===== config.mk =====
export PLATFORM = sky130hd
export DESIGN_NAME = mac_stream_arbiter
export DESIGN_NICKNAME = d
export VERILOG_FILES = /design/src/rtl/mac_arb_pkg.sv /design/src/rtl/rr_arbiter.sv /design/src/rtl/mac_stream_arbiter.sv
export SDC_FILE = /design/constraint.sdc
export NUM_CORES = 1
export LEC_CHECK = 0
export ABC_AREA = 1
export CAP_MARGIN = 15
export CORE_MARGIN = 4
export CORE_UTILIZATION = 38
export CTS_BUF_LIST = sky130_fd_sc_hd__clkbuf_2
export CTS_CLUSTER_DIAMETER = 30
export DETAILED_ROUTE_END_ITERATION = 7
export PLACE_DENSITY = 0.95
export SLEW_MARGIN = 20
export SYNTH_ARGS = -nofsm -noshare
export SYNTH_HDL_FRONTEND = slang
export SYNTH_SLANG_ARGS = --single-unit

===== constraint.sdc =====
create_clock -name ACLK -period 6 [get_ports ACLK]
set_input_delay 0.9 -clock ACLK [delete_from_list [all_inputs] [get_ports ACLK]]
set_output_delay 0.9 -clock ACLK [all_outputs]
set_load 0.05 [all_outputs]

===== src/rtl/mac_arb_pkg.sv =====
// Shared types and widths for the MAC stream arbiter.
package mac_arb_pkg;

  localparam int unsigned TID_W = 8;   // AXIS TID width on the MAC side
  localparam int unsigned CNT_W = 4;   // per-requester outstanding counter width
  localparam int unsigned RES_W = 32;  // MAC result width

  typedef enum logic {
    IDLE = 1'b0,
    BUSY = 1'b1
  } arb_state_t;

endpackage


===== src/rtl/rr_arbiter.sv =====
// Combinational round-robin picker.
//   req       : request vector, one bit per requester
//   last      : index granted most recently (highest priority goes to last+1)
//   grant     : chosen index (valid when any_grant)
//   any_grant : at least one request present
module rr_arbiter #(
  parameter int unsigned N     = 4,
  parameter int unsigned IDX_W = 2
) (
  input  logic [N-1:0]     req,
  input  logic [IDX_W-1:0] last,
  output logic [IDX_W-1:0] grant,
  output logic             any_grant
);

  // Scan from the farthest position back to last+1 so the nearest request wins.
  always_comb begin
    int idx;
    grant     = '0;
    any_grant = 1'b0;
    idx       = 0;
    for (int k = int'(N); k >= 1; k--) begin
      idx = (int'(last) + k) % int'(N);
      if (req[IDX_W'(idx)]) begin
        grant     = IDX_W'(idx);
        any_grant = 1'b1;
      end
    end
  end

endmodule


===== src/rtl/mac_stream_arbiter.sv =====
// Shares one staged MAC between C_NUM_REQ operand streams. Packets are
// granted whole, round-robin, with one arbitration bubble each; the granted
// stream passes straight through tagged with its index in TID. Results are
// steered back by TID, and each requester is throttled by a count of packets
// issued but not yet answered.
//   S_AXIS_*  : packed per-requester operand streams (slice i = requester i)
//   MD_AXIS_* : operand stream to the MAC, TID = requester index
//   MI_AXIS_* : result stream from the MAC
//   R_AXIS_*  : results to requesters, data broadcast, valid/last one-hot
//   ERR_BAD_TID : sticky, set when a result handshakes with TID >= C_NUM_REQ
module mac_stream_arbiter
  import mac_arb_pkg::*;
#(
  parameter int unsigned C_DATA_WIDTH      = 8,
  parameter int unsigned C_NUM_REQ         = 4,
  parameter int unsigned C_MAX_OUTSTANDING = 2
) (
  input  logic                                 ACLK,
  input  logic                                 ARESETN,
  input  logic [C_NUM_REQ*2*C_DATA_WIDTH-1:0]  S_AXIS_TDATA,
  input  logic [C_NUM_REQ-1:0]                 S_AXIS_TVALID,
  input  logic [C_NUM_REQ-1:0]                 S_AXIS_TLAST,
  input  logic [C_NUM_REQ-1:0]                 S_AXIS_TUSER,
  output logic [C_NUM_REQ-1:0]                 S_AXIS_TREADY,
  output logic [2*C_DATA_WIDTH-1:0]            MD_AXIS_TDATA,
  output logic                                 MD_AXIS_TVALID,
  output logic                                 MD_AXIS_TLAST,
  output logic                                 MD_AXIS_TUSER,
  output logic [TID_W-1:0]                     MD_AXIS_TID,
  input  logic                                 MD_AXIS_TREADY,
  input  logic [RES_W-1:0]                     MI_AXIS_TDATA,
  input  logic                                 MI_AXIS_TVALID,
  input  logic                                 MI_AXIS_TLAST,
  input  logic [TID_W-1:0]                     MI_AXIS_TID,
  output logic                                 MI_AXIS_TREADY,
  output logic [RES_W-1:0]                     R_AXIS_TDATA,
  output logic [C_NUM_REQ-1:0]                 R_AXIS_TVALID,
  output logic [C_NUM_REQ-1:0]                 R_AXIS_TLAST,
  input  logic [C_NUM_REQ-1:0]                 R_AXIS_TREADY,
  output logic                                 ERR_BAD_TID
);

  localparam int unsigned BEAT_W = 2 * C_DATA_WIDTH;
  localparam int unsigned IDX_W  = $clog2(C_NUM_REQ);
  localparam logic [CNT_W-1:0] CNT_MAX = CNT_W'(C_MAX_OUTSTANDING);

  arb_state_t           state_q, state_d;
  logic [IDX_W-1:0]     grant_q, last_q, arb_grant;
  logic                 arb_any;
  logic [CNT_W-1:0]     cnt_q [C_NUM_REQ];
  logic                 err_q;
  logic [C_NUM_REQ-1:0] eligible, inc, dec;
  logic                 md_last_hs, mi_hs, tid_ok;
  logic [IDX_W-1:0]     tid_idx;

  // A requester may compete only while under its outstanding limit.
  always_comb begin
    for (int i = 0; i < int'(C_NUM_REQ); i++) begin
      eligible[i] = S_AXIS_TVALID[i] && (cnt_q[i] < CNT_MAX);
    end
  end

  rr_arbiter #(
    .N     (C_NUM_REQ),
    .IDX_W (IDX_W)
  ) u_rr_arbiter (
    .req       (eligible),
    .last      (last_q),
    .grant     (arb_grant),
    .any_grant (arb_any)
  );

  // Next state and operand pass-through of the granted requester.
  always_comb begin
    state_d        = state_q;
    MD_AXIS_TDATA  = '0;
    MD_AXIS_TVALID = 1'b0;
    MD_AXIS_TLAST  = 1'b0;
    MD_AXIS_TUSER  = 1'b0;
    MD_AXIS_TID    = '0;
    S_AXIS_TREADY  = '0;
    md_last_hs     = 1'b0;
    unique case (state_q)
      IDLE: begin
        if (arb_any) state_d = BUSY;
      end
      BUSY: begin
        MD_AXIS_TDATA          = S_AXIS_TDATA[int'(grant_q)*BEAT_W +: BEAT_W];
        MD_AXIS_TVALID         = S_AXIS_TVALID[grant_q];
        MD_AXIS_TLAST          = S_AXIS_TLAST[grant_q];
        MD_AXIS_TUSER          = S_AXIS_TUSER[grant_q];
        MD_AXIS_TID            = TID_W'(grant_q);
        S_AXIS_TREADY[grant_q] = MD_AXIS_TREADY;
        md_last_hs             = S_AXIS_TVALID[grant_q] && MD_AXIS_TREADY && S_AXIS_TLAST[grant_q];
        if (md_last_hs) state_d = IDLE;
      end
      default: state_d = IDLE;
    endcase
  end

  assign tid_ok  = MI_AXIS_TID < TID_W'(C_NUM_REQ);
  assign tid_idx = MI_AXIS_TID[IDX_W-1:0];

  // Result steering; unknown tags are accepted and dropped so the MAC never stalls.
  always_comb begin
    R_AXIS_TVALID  = '0;
    R_AXIS_TLAST   = '0;
    MI_AXIS_TREADY = 1'b1;
    if (tid_ok) begin
      R_AXIS_TVALID[tid_idx] = MI_AXIS_TVALID;
      R_AXIS_TLAST[tid_idx]  = MI_AXIS_TLAST;
      MI_AXIS_TREADY         = R_AXIS_TREADY[tid_idx];
    end
  end

  assign R_AXIS_TDATA = MI_AXIS_TDATA;
  assign mi_hs        = MI_AXIS_TVALID && MI_AXIS_TREADY;
  assign ERR_BAD_TID  = err_q;

  // Packet issued / result returned strobes per requester.
  always_comb begin
    for (int i = 0; i < int'(C_NUM_REQ); i++) begin
      inc[i] = md_last_hs && (grant_q == IDX_W'(i));
      dec[i] = mi_hs && MI_AXIS_TLAST && tid_ok && (tid_idx == IDX_W'(i));
    end
  end

  // State, grant, rotation pointer, counters and sticky error.
  always_ff @(posedge ACLK or negedge ARESETN) begin
    if (!ARESETN) begin
      state_q <= IDLE;
      grant_q <= '0;
      last_q  <= IDX_W'(C_NUM_REQ - 1);
      err_q   <= 1'b0;
      for (int i = 0; i < int'(C_NUM_REQ); i++) cnt_q[i] <= '0;
    end else begin
      state_q <= state_d;
      if ((state_q == IDLE) && arb_any) grant_q <= arb_grant;
      if (md_last_hs) last_q <= grant_q;
      if (mi_hs && !tid_ok) err_q <= 1'b1;
      for (int i = 0; i < int'(C_NUM_REQ); i++) begin
        if (inc[i] && !dec[i] && (cnt_q[i] < CNT_MAX)) begin
          cnt_q[i] <= cnt_q[i] + CNT_W'(1);
        end else if (dec[i] && !inc[i] && (cnt_q[i] != '0)) begin
          cnt_q[i] <= cnt_q[i] - CNT_W'(1);
        end
      end
    end
  end

endmodule


==> results.md, run 1 <==
- Layout Skew: 18.3 ps
- Area Overhead vs Synth: 41.5%
- CP endpoint kind: output port
- Final instance area: 0.00376 mm²
- Buffers on Ports: 127
- Final ANT Viol Nets: 0
- Cts bufs inserted: 3
- IO Pins: 198
- Period Utilization, post-route: 67.6%
- Data required time of the critical path: 5100 ps
- Cell Chain, Critical Path: buf_4, nor2_2, a22oi_1, a31oi_1, clkdlybuf4s50_1
- Worst path slowest cell: clkdlybuf4s50_1
- Initial antenna violation count: 0
- Die area: 0.00840 mm²
- Critical path arrival: 3160 ps
- Share of cells above drive strength 1: 5.79%
- Syn. warnings: 0
- Min cycle time layout: 4060 ps
- Power Density: 140 mW/mm²
- Clk_lat worst skew: 350 ps
- Status: finished, final reports clean
- Vias per std cell: 5.21
- CP Buf/Inv Count: 2
- Number of global-route vias before repair: 2997
- CTS sink cnt: 22
- Top delay family on crit path: buffers and inverters
- Crit Path Class: register to output port
- Hold Fails Final Rpt: 0
- Maximum number of pins on one net before global-route repair: 40
- Initial DRC count: 175
- Final setup viols: 0
- LEAKAGE: 1.67 nW
- Post-DP HPWL: 6.80 mm
- Setup crit end: MD_AXIS_TDATA[7]
- Clk Tree Root Cell: clkbuf_2
- Worst Setup SP: grant_q[0]
- Num rows: 30
- Drt wl/cell: 14.6 µm
- CTS tree: built
- Area after DPL: 0.00372 mm²
- Die Wd: 91.7 µm
- Post-Route WL: 8.45 mm
- TNS Setup: 0 ps
- Ys flop type: dfrtp_1
- Post-Syn Instances: 399
- Storage element area: 553 µm²
- Slew Limit Fails: 0
- FF-to-FF End: cnt_q[3]
- H-tree depth: 1
- Worst-path maximum fanout: 18
- Ys async rst share: 100%
- Via count: 3020
- Mapped Area: 0.00266 mm²
- Global-route usage over all layers: 19.2%
- Post-synth EDFFs: 0
- Resized Gates After CTS: 0
- Achievable Freq: 246 MHz
- Filler cells: 598
- Flop and latch count out of synthesis: 22
- Min Hold Slack: 473 ps
- Power Total: 0.000525 W
- Most frequent cells in the layout: clkdlybuf4s50_1 (126), nand2_1 (86), nand3_1 (55), inv_1 (37), nor2_1 (30)
- Die height: 91.7 µm
- Initial Utilization: 39.2%
- Max VDD drop: 0.115 mV
- Synth unique cells: 35
- Worst Tran Pin Value: 720 ps
- Multi-input gate area: 0.00162 mm²
- Ant. Diodes: 0
- First-pass iteration count of the detailed router: 4
- Setup bufs post-CTS: 0
- Unrepaired setup endpoints after global routing: false
- Gpl congestion: 0.883
- R2r setup slk: 2880 ps
- Max-Cap Viols: 0
- Most common cell after layout, fill and taps aside: clkdlybuf4s50_1
- Worst R2R Path Depth: 14
- Worst hold path class: input port to asynchronous set/reset pin
- Slowest cell delay on critical path: 840 ps
- First-pass GRT wire length: 13.6 mm
- Hold_buf cts: 0
- Slew HR: 51.9%
- Worst r2r src: grant_q[0]
- Critical path launch point type: register
- Drt drc: 0
- Finished Core Util: 55.4%
- Cell depth of the worst setup path: 5
- # nets final: 622
- Sequential fraction of the synthesis area: 20.8%
- Avg Inst Size Synth: 6.67 µm²
- Maximum root-to-sink buffer count: 2
- Core area: 0.00679 mm²
- Worst-path clk slew: 230 ps
- Overflow after GRT: 0
-- worst reg2reg max path: cells and delay by family, from the launching register on --
family,cells,cell delay (ps)
buffers and inverters,2,380
adders and majority gates,1,250
and+or+nand+nor,9,1430
AOI/OAI and AO/OA,2,370
DFF,1,610
-- synthesized netlist by cell type, types with 4 or more instances --
cell / number / area, µm²
nor3_1: 5 / 25.0
buf_4: 41 / 308
nand3b_1: 4 / 30.0
clkbuf_1: 11 / 41.3
ha_1: 8 / 100
nor2_1: 30 / 113
nand2_1: 86 / 323
nand2_2: 4 / 25.0
xor2_1: 7 / 61.3
a22oi_1: 17 / 128
nand3_2: 5 / 50.1
dfrtp_1: 20 / 500
nand3_1: 55 / 275
nand4_1: 11 / 68.8
a31oi_1: 17 / 106
a21oi_1: 7 / 35.0
inv_1: 37 / 139
o21ai_0: 6 / 30.0
fa_1: 4 / 80.1
-- kinds of logic after synthesis --
| logic type | synth area share (%) |
|---|---|
| flip-flops | 20.8 |
| XOR/XNOR | 2.96 |
| AND/OR/NAND/NOR | 36.6 |
| adder cells (fa/ha/maj) | 6.77 |
| other | 0.141 |
| AO/OA/AOI/OAI | 13.6 |
| buffers and inverters | 19.0 |
-- how the worst min path moves through the flow --
stage	startpoint	end	slack (ps)	cells past startpoint
global placement	ERR_BAD_TID	ERR_BAD_TID	470	1
global route	ARESETN	cnt_q[6]	480	1
CTS	ERR_BAD_TID	ERR_BAD_TID	510	1
floorplan	cnt_q[8]	cnt_q[8]	500	1
detailed placement	ERR_BAD_TID	ERR_BAD_TID	460	1
finish	ARESETN	cnt_q[6]	470	1
-- metal layers --
metal / wire length (µm) / track usage (%) / up-vias
li1: - / - / 1463
met1: 3140 / 21.4 / 1388
met2: 4420 / 35.5 / 142
met3: 697 / 4.35 / 27
met4: 192 / 6.53 / 0
met5: 0 / 0 / -
-- per-stage QoR --
step / cells / worst slack, ps
finish: 580 / 1940
global route: 580 / 1680
CTS: 580 / 1880
detailed placement: 576 / 2340
global placement: 576 / 2410
floorplan: 404 / 2560
-- registers in the layout, summed over array words and instances (netlist names) --
name         cells
cnt_q           16
ERR_BAD_TID      1
grant_q          2
last_q           2
state_q          1
-- report_power, final --
group | total, W | switching [W] | internal (W)
logic | 0.000246 | 0.000141 | 0.000105
clock network | 0.000106 | 0.0000488 | 0.0000575
registers | 0.000173 | 0.0000133 | 0.000159
total | 0.000525 | 0.000203 | 0.000322
-- layout make-up --
| type | instances | share of cell area [%] |
|---|---|---|
| repair buffers | 129 | 34.0 |
| clock inverters | 1 | 0.798 |
| inverters | 39 | 3.89 |
| flip-flops and latches | 22 | 14.7 |
| well taps | 96 | 3.19 |
| multi-input cells | 290 | 43.0 |
| clock buffers | 3 | 0.399 |
Note: power is estimated with default switching activity, not from simulation.
==> run 2, diff against run 1 <==
--- a/config.mk
+++ b/config.mk
@@ -8,11 +8,11 @@
 export ABC_AREA = 1
 export CAP_MARGIN = 15
 export CORE_MARGIN = 4
-export CORE_UTILIZATION = 38
+export CORE_UTILIZATION = 36
 export CTS_BUF_LIST = sky130_fd_sc_hd__clkbuf_2
 export CTS_CLUSTER_DIAMETER = 30
 export DETAILED_ROUTE_END_ITERATION = 7
-export PLACE_DENSITY = 0.95
+export PLACE_DENSITY = 0.92
 export SLEW_MARGIN = 20
 export SYNTH_ARGS = -nofsm -noshare
 export SYNTH_HDL_FRONTEND = slang
==> constraint.sdc (replaced) <==
create_clock -name ACLK -period 3.77 [get_ports ACLK]
set_input_delay 0.5655 -clock ACLK [delete_from_list [all_inputs] [get_ports ACLK]]
set_output_delay 0.5655 -clock ACLK [all_outputs]
set_load 0.05 [all_outputs]
==> run 2 against run 1 <==
Clock power up 69%. Register-to-register slack got worse by 2000 ps. Core utilization shrank 3.7 points. Via count increased by 1.8%. Clock-buffer cell count unchanged. Critical path type unchanged. Critical endpoint is now MD_AXIS_TVALID.
==> results.md, run 2 (synthesized netlist as in run 1, its figures left out) <==
- Resized Gates After CTS: 0 (unchanged)
- Storage element area: 553 µm² (unchanged)
- Gpl congestion: 0.884 (+0.10%)
- Slew HR: 54.6% (+2.6 points)
- Critical Path Most Common Cell: nand2_1
- Min Hold Slack: 117 ps (-356 ps)
- Achievable Freq: 307 MHz
- Core area: 0.00721 mm² (+6.2%)
- Critical path launch point type: register
- Overflow after GRT: 0 (unchanged)
- Die area: 0.00883 mm² (+5.1%)
- Ant. Diodes: 0 (unchanged)
- Final ANT Viol Nets: 0 (unchanged)
- Status: finished, final reports clean
- CTS sink cnt: 22 (unchanged)
- Cts bufs inserted: 3 (unchanged)
- CTS tree: built
- Setup bufs post-CTS: 0 (unchanged)
- CP endpoint kind: output port
- Critical path arrival: 2690 ps (-470 ps)
- Period Utilization, post-route: 86.4%
- Worst path slowest cell: clkdlybuf4s50_1
- Final Worst Setup Slack: 514 ps (-1430 ps)
- Die height: 94.0 µm (+2.5%)
- Cell Chain, Critical Path: buf_4, nand2_1, nand2_1, nand2_1, a21oi_1, clkdlybuf4s50_1
- Maximum number of pins on one net before global-route repair: 37 (-7.5%)
- Area after DPL: 0.00369 mm² (-0.84%)
- Via count: 3074 (+1.8%)
- IO Pins: 198 (unchanged)
- Drt drc: 0 (unchanged)
- Buffers on Ports: 127 (unchanged)
- Number of global-route vias before repair: 2940 (-1.9%)
- GRT busiest layer: met2
- Area Overhead vs Synth: 40.4%
- Clk Tree Root Cell: clkbuf_2
- Final instance area: 0.00373 mm² (-0.83%)
- Maximum root-to-sink buffer count: 2 (unchanged)
- Final setup viols: 0 (unchanged)
- Die Wd: 94.0 µm (+2.5%)
- # nets final: 623 (+0.16%)
- Post-Route WL: 8.92 mm (+5.6%)
- Min cycle time layout: 3260 ps
- First-pass GRT wire length: 13.6 mm (+0.61%)
- Worst hold path class: input port to asynchronous set/reset pin
- LEAKAGE: 1.71 nW (+2.2%)
- Slowest cell delay on critical path: 850 ps (about the same)
- Data required time of the critical path: 3200 ps (-1900 ps)
- Initial Utilization: 36.9% (-2.3 points)
- Layout Skew: 21.2 ps (+2.98 ps)
- H-tree depth: 1 (unchanged)
- Biggest regs: cnt_q: 16 flops, grant_q: 2 flops, last_q: 2 flops
- Slew Limit Fails: 0 (unchanged)
- Num rows: 31 (+3.3%)
- Post-DP HPWL: 7.04 mm (+3.5%)
- Initial DRC count: 213 (+22%)
- Drt wl/cell: 15.3 µm (+4.9%)
- Crit Path Class: register to output port
- Max-Cap Viols: 0 (unchanged)
- Largest reg by FF count: cnt_q
- Unrepaired setup endpoints after global routing: false
- Power Density: 226 mW/mm² (+62%)
- TNS Setup: 0 ps (unchanged)
- Most frequent cells in the layout: clkdlybuf4s50_1 (109), nand2_1 (86), nand3_1 (55), inv_1 (37), nor2_1 (30)
- First-pass iteration count of the detailed router: 6 (+2)
- Pre-CTS setup slack: 756 ps (-1580 ps)
- Initial antenna violation count: 0 (unchanged)
- Most common cell after layout, fill and taps aside: clkdlybuf4s50_1
- Met2 Use GR: 35.1% (-0.48 points)
- Worst-path clk slew: 260 ps (+30 ps)
- Worst Tran Pin Value: 681 ps (-39.4 ps)
- Max VDD drop: 0.185 mV (+61%)
- Worst-path maximum fanout: 17 (-1)
- Met1 Track Usage GR: 20.1% (-1.3 points)
- Finished Core Util: 51.8% (-3.7 points)
- Share of cells above drive strength 1: 9.48% (+3.7 points)
- Vias per std cell: 5.26 (+1.1%)
- Clk_lat worst skew: 380 ps (+30 ps)
- Global-route usage over all layers: 18.9% (-0.31 points)
- Hold_buf cts: 0 (unchanged)
- Hold Fails Final Rpt: 0 (unchanged)
- Filler cells: 678 (+13%)
- Multi-input gate area: 0.00162 mm² (unchanged)
- GR Util met3: 5.45% (+1.1 points)
- Max reg flops: 16 (unchanged)
-- run 2: cell count changes in the layout (fill, tap and decap cells not counted) --
| cell | before | now |
|---|---|---|
| buf_4 | 2 | 20 |
| clkdlybuf4s50_1 | 126 | 109 |
-- run 2: final cells by class --
| cell class | instances | share of cell area [%] |
|---|---|---|
| Multi-Input combinational cell | 290 | 43.4 |
| Timing Repair Buffer | 130 | 33.4 |
| Sequential cell | 22 | 14.8 |
| Inverter | 39 | 3.92 |
| Tap cell | 99 | 3.32 |
| Clock inverter | 1 | 0.804 |
| Clock buffer | 3 | 0.402 |
-- run 2: through the flow --
step	power [W]	std cells
after floorplan	0.000581	404
after global placement	0.000657	580
after detailed placement	0.000666	580
after CTS	0.000846	584
after global routing	0.000880	584
final	0.000843	584
-- run 2: layer usage --
metal	routed length (µm)	vias up	share of wire, %
met4	280	0	3.1
met1	3200	1390	36
met2	4450	182	50
met3	988	35	11
met5	0	-	0
li1	-	1467	-
-- run 2: worst max-delay path: cells and delay by family (launching register included) --
kind	cells	cell delay (ps)
DFF	1	710
buffers and inverters	2	1170
and+or+nand+nor	3	260
AOI/OAI and AO/OA	1	180
-- run 2: path summary, 6_finish.rpt --
path / start / end / cells past startpoint / slack, ps
min in group ACLK: ERR_BAD_TID / ERR_BAD_TID / 1 / 510
worst max-delay path: grant_q[0] / MD_AXIS_TVALID / 6 / 510
max in group asynchronous: ARESETN / cnt_q[8] / 1 / 3270
worst max register to register: grant_q[0] / cnt_q[11] / 14 / 900
worst min-delay path: ARESETN / cnt_q[5] / 1 / 120
worst min register to register: ERR_BAD_TID / ERR_BAD_TID / 1 / 510
-- run 2: power by group --
group / leakage [nW] / internal (W) / total, W / switching [W]
clock network: 0.0266 / 0.0000913 / 0.000179 / 0.0000872
logic: 1.44 / 0.000159 / 0.000389 / 0.000229
registers: 0.247 / 0.000254 / 0.000276 / 0.0000220
==> run 3, diff against run 2 <==
--- a/config.mk
+++ b/config.mk
@@ -6,8 +6,6 @@
 export NUM_CORES = 1
 export LEC_CHECK = 0
 export ABC_AREA = 1
-export CAP_MARGIN = 15
-export CORE_MARGIN = 4
 export CORE_UTILIZATION = 36
 export CTS_BUF_LIST = sky130_fd_sc_hd__clkbuf_2
 export CTS_CLUSTER_DIAMETER = 30
==> run 3 against run 2 <==
Worst setup slack lost 150 ps. Global-route usage grew 1.2 points. First-iteration DRC count shrank 55%. Final cell count shrank 0.51%. Largest power group unchanged.
==> results.md, run 3 (synthesized netlist as in run 1, its figures left out) <==
- H-tree depth: 1 (unchanged)
- Layout Skew: 30.0 ps (+8.81 ps)
- Final Worst Setup Slack: 366 ps (-148 ps)
- Crit Path Class: register to output port
- Worst path slowest cell: clkdlybuf4s50_1
- Top delay family on crit path: buffers and inverters
- CP Buf/Inv Count: 3 (+1)
- Area Overhead vs Synth: 40.2%
- Via count: 3024 (-1.6%)
- Slew HR: 57.2% (+2.6 points)
- CP endpoint kind: output port
- Status: finished, final reports clean
- Critical Path Most Common Cell: buf_4
- Slew Limit Fails: 0 (unchanged)
- CTS tree: built
- Maximum number of pins on one net before global-route repair: 36 (-2.7%)
- Storage element area: 553 µm² (unchanged)
- Multi-input gate area: 0.00162 mm² (unchanged)
- Core area: 0.00698 mm² (-3.2%)
- TNS Setup: 0 ps (unchanged)
- Die height: 88.0 µm (-6.4%)
- Clk_lat worst skew: 370 ps (about the same)
- Hold_buf cts: 0 (unchanged)
- Placed insts: 577 (-0.52%)
- Most common cell after layout, fill and taps aside: clkdlybuf4s50_1
- Comb power frac: 46.1% (about the same)
- Initial antenna violation count: 0 (unchanged)
- Drt wl/cell: 13.8 µm (-9.5%)
- Min cycle time layout: 3400 ps (+148 ps)
- Sw Share: 39.3% (-0.88 points)
- Worst hold path class: input port to asynchronous set/reset pin
- Finished Core Util: 53.4% (+1.7 points)
- Period Utilization, post-route: 90.3% (+3.9 points)
- Vias per std cell: 5.20 (-1.1%)
- Largest reg by FF count: cnt_q
- Worst-path maximum fanout: 18 (+1)
- Cell Chain, Critical Path: buf_4, nor2_2, buf_4, nand2_1, nand2_2, nor3_1, clkdlybuf4s50_1
- Worst Tran Pin Value: 642 ps (-39.4 ps)
- Overflow after GRT: 0 (unchanged)
- Resized Gates After CTS: 0 (unchanged)
- Share of cells above drive strength 1: 9.48% (unchanged)
- Post-DP HPWL: 6.56 mm (-6.7%)
- Drt drc: 0 (unchanged)
- Power Density: 223 mW/mm² (-1.3%)
- First-pass GRT wire length: 12.5 mm (-8.4%)
- Max-Cap Viols: 0 (unchanged)
- Initial Utilization: 38.1% (+1.2 points)
- Worst r2r src: grant_q[0]
- # nets final: 623 (unchanged)
- Number of global-route vias before repair: 2874 (-2.2%)
- Critical path launch point type: register
- Initial DRC count: 95 (-55%)
- Switching pwr: 0.000326 W (-3.6%)
- Clock group share of total power: 20.9% (-0.3 points)
- Final ANT Viol Nets: 0 (unchanged)
- Pre-CTS setup slack: 723 ps (-32.7 ps)
- Area after DPL: 0.00369 mm² (-0.10%)
- Unrepaired setup endpoints after global routing: false
- LEAKAGE: 1.71 nW (unchanged)
- Most frequent cells in the layout: clkdlybuf4s50_1 (109), nand2_1 (86), nand3_1 (55), inv_1 (37), nor2_1 (30)
- Clk Tree Root Cell: clkbuf_2
- Slowest cell delay on critical path: 830 ps (-20 ps)
- Filler cells: 650 (-4.1%)
- Critical path arrival: 2840 ps (+150 ps)
- First-pass iteration count of the detailed router: 4 (-2)
- Worst R2R Path Depth: 16 (+2)
- CTS sink cnt: 22 (unchanged)
- Final setup viols: 0 (unchanged)
- Cts bufs inserted: 3 (unchanged)
- Max reg flops: 16 (unchanged)
- Gpl congestion: 0.851 (-3.7%)
- Non-filler instance count after layout: 581 (-0.51%)
- FF-to-FF End: cnt_q[11]
- Ant. Diodes: 0 (unchanged)
- Maximum root-to-sink buffer count: 2 (unchanged)
- Final instance area: 0.00373 mm² (-0.10%)
- R2r setup slk: 650 ps (-250 ps)
- Post-Route WL: 8.04 mm (-9.9%)
- Die Wd: 88.0 µm (-6.4%)
- Worst-path clk slew: 250 ps (about the same)
- Biggest regs: cnt_q: 16 flops, grant_q: 2 flops, last_q: 2 flops
- Setup crit end: MD_AXIS_TLAST
- Data required time of the critical path: 3200 ps (about the same)
- Max VDD drop: 0.0945 mV (-49%)
- IO Pins: 198 (unchanged)
- Num rows: 30 (-3.2%)
- Achievable Freq: 294 MHz (-4.3%)
- Cell depth of the worst setup path: 7 (+1)
- Setup bufs post-CTS: 0 (unchanged)
- Sequential share of power: 33.0% (+0.3 points)
- Buffers on Ports: 127 (unchanged)
- Hold Fails Final Rpt: 0 (unchanged)
- Die area: 0.00774 mm² (-12%)
- Global-route usage over all layers: 20.1% (+1.2 points)
- Worst Setup SP: grant_q[0]
- Int Power: 0.000504 W (about the same)
## run 3: cell counts in the layout (fill, tap and decap cells not counted)
No cell type changed its count.
## run 3: how the worst min path moves through the flow
stage / to / startpoint / slack, ps / cells after the start
finish: cnt_q[13] / ARESETN / 120 / 1
floorplan: ERR_BAD_TID / ARESETN / 270 / 0
global placement: ERR_BAD_TID / ERR_BAD_TID / 490 / 1
detailed placement: ERR_BAD_TID / ERR_BAD_TID / 490 / 1
CTS: ERR_BAD_TID / ERR_BAD_TID / 540 / 1
global route: cnt_q[2] / ARESETN / 120 / 1
## run 3: final cells by class
cell class	instances	area share, %
clock buffers	3	0.403
well taps	96	3.22
multi-input cells	290	43.4
flip-flops and latches	22	14.8
inverters	39	3.92
clock inverters	1	0.805
repair buffers	130	33.4
## run 3: power by group through the flow
stage / registers (W) / clock network [W] / logic (W)
6_report: 0.000274 / 0.000173 / 0.000383
3_3_place_gp: 0.000277 / 0 / 0.000377
4_1_cts: 0.000274 / 0.000178 / 0.000385
2_1_floorplan: 0.000269 / 0 / 0.000312
3_5_place_dp: 0.000279 / 0 / 0.000383
5_1_grt: 0.000278 / 0.000189 / 0.000408
## run 3: stage by stage
stage                     hold WS, ps  total power [W]
after CTS                         543         0.000837
after global placement            486         0.000654
final                             121         0.000831
after floorplan                   270         0.000581
after global routing              120         0.000874
after detailed placement          485         0.000662
## run 3: per-layer routing
metal	vias up	track usage [%]	part of all wire [%]
met1	1401	22.4	39
met4	0	8.05	1.9
met5	-	0	0
met3	29	5.09	7.6
met2	123	36.5	52
li1	1471	-	-
## run 3: worst register-to-register path, stage by stage (launching register included)
cell and delay [ps]:
dfrtp_1 740, buf_4 290, nor2_2 50, buf_4 200, nand2_1 90, nand2_2 70, nor2_4 170, nand3_2 140
inv_1 120, nand3_2 150, ha_1 370, nand2_1 90, nor2_1 40, a211oi_1 270, nand2_1 90, nand2_1 60
nand2_1 60
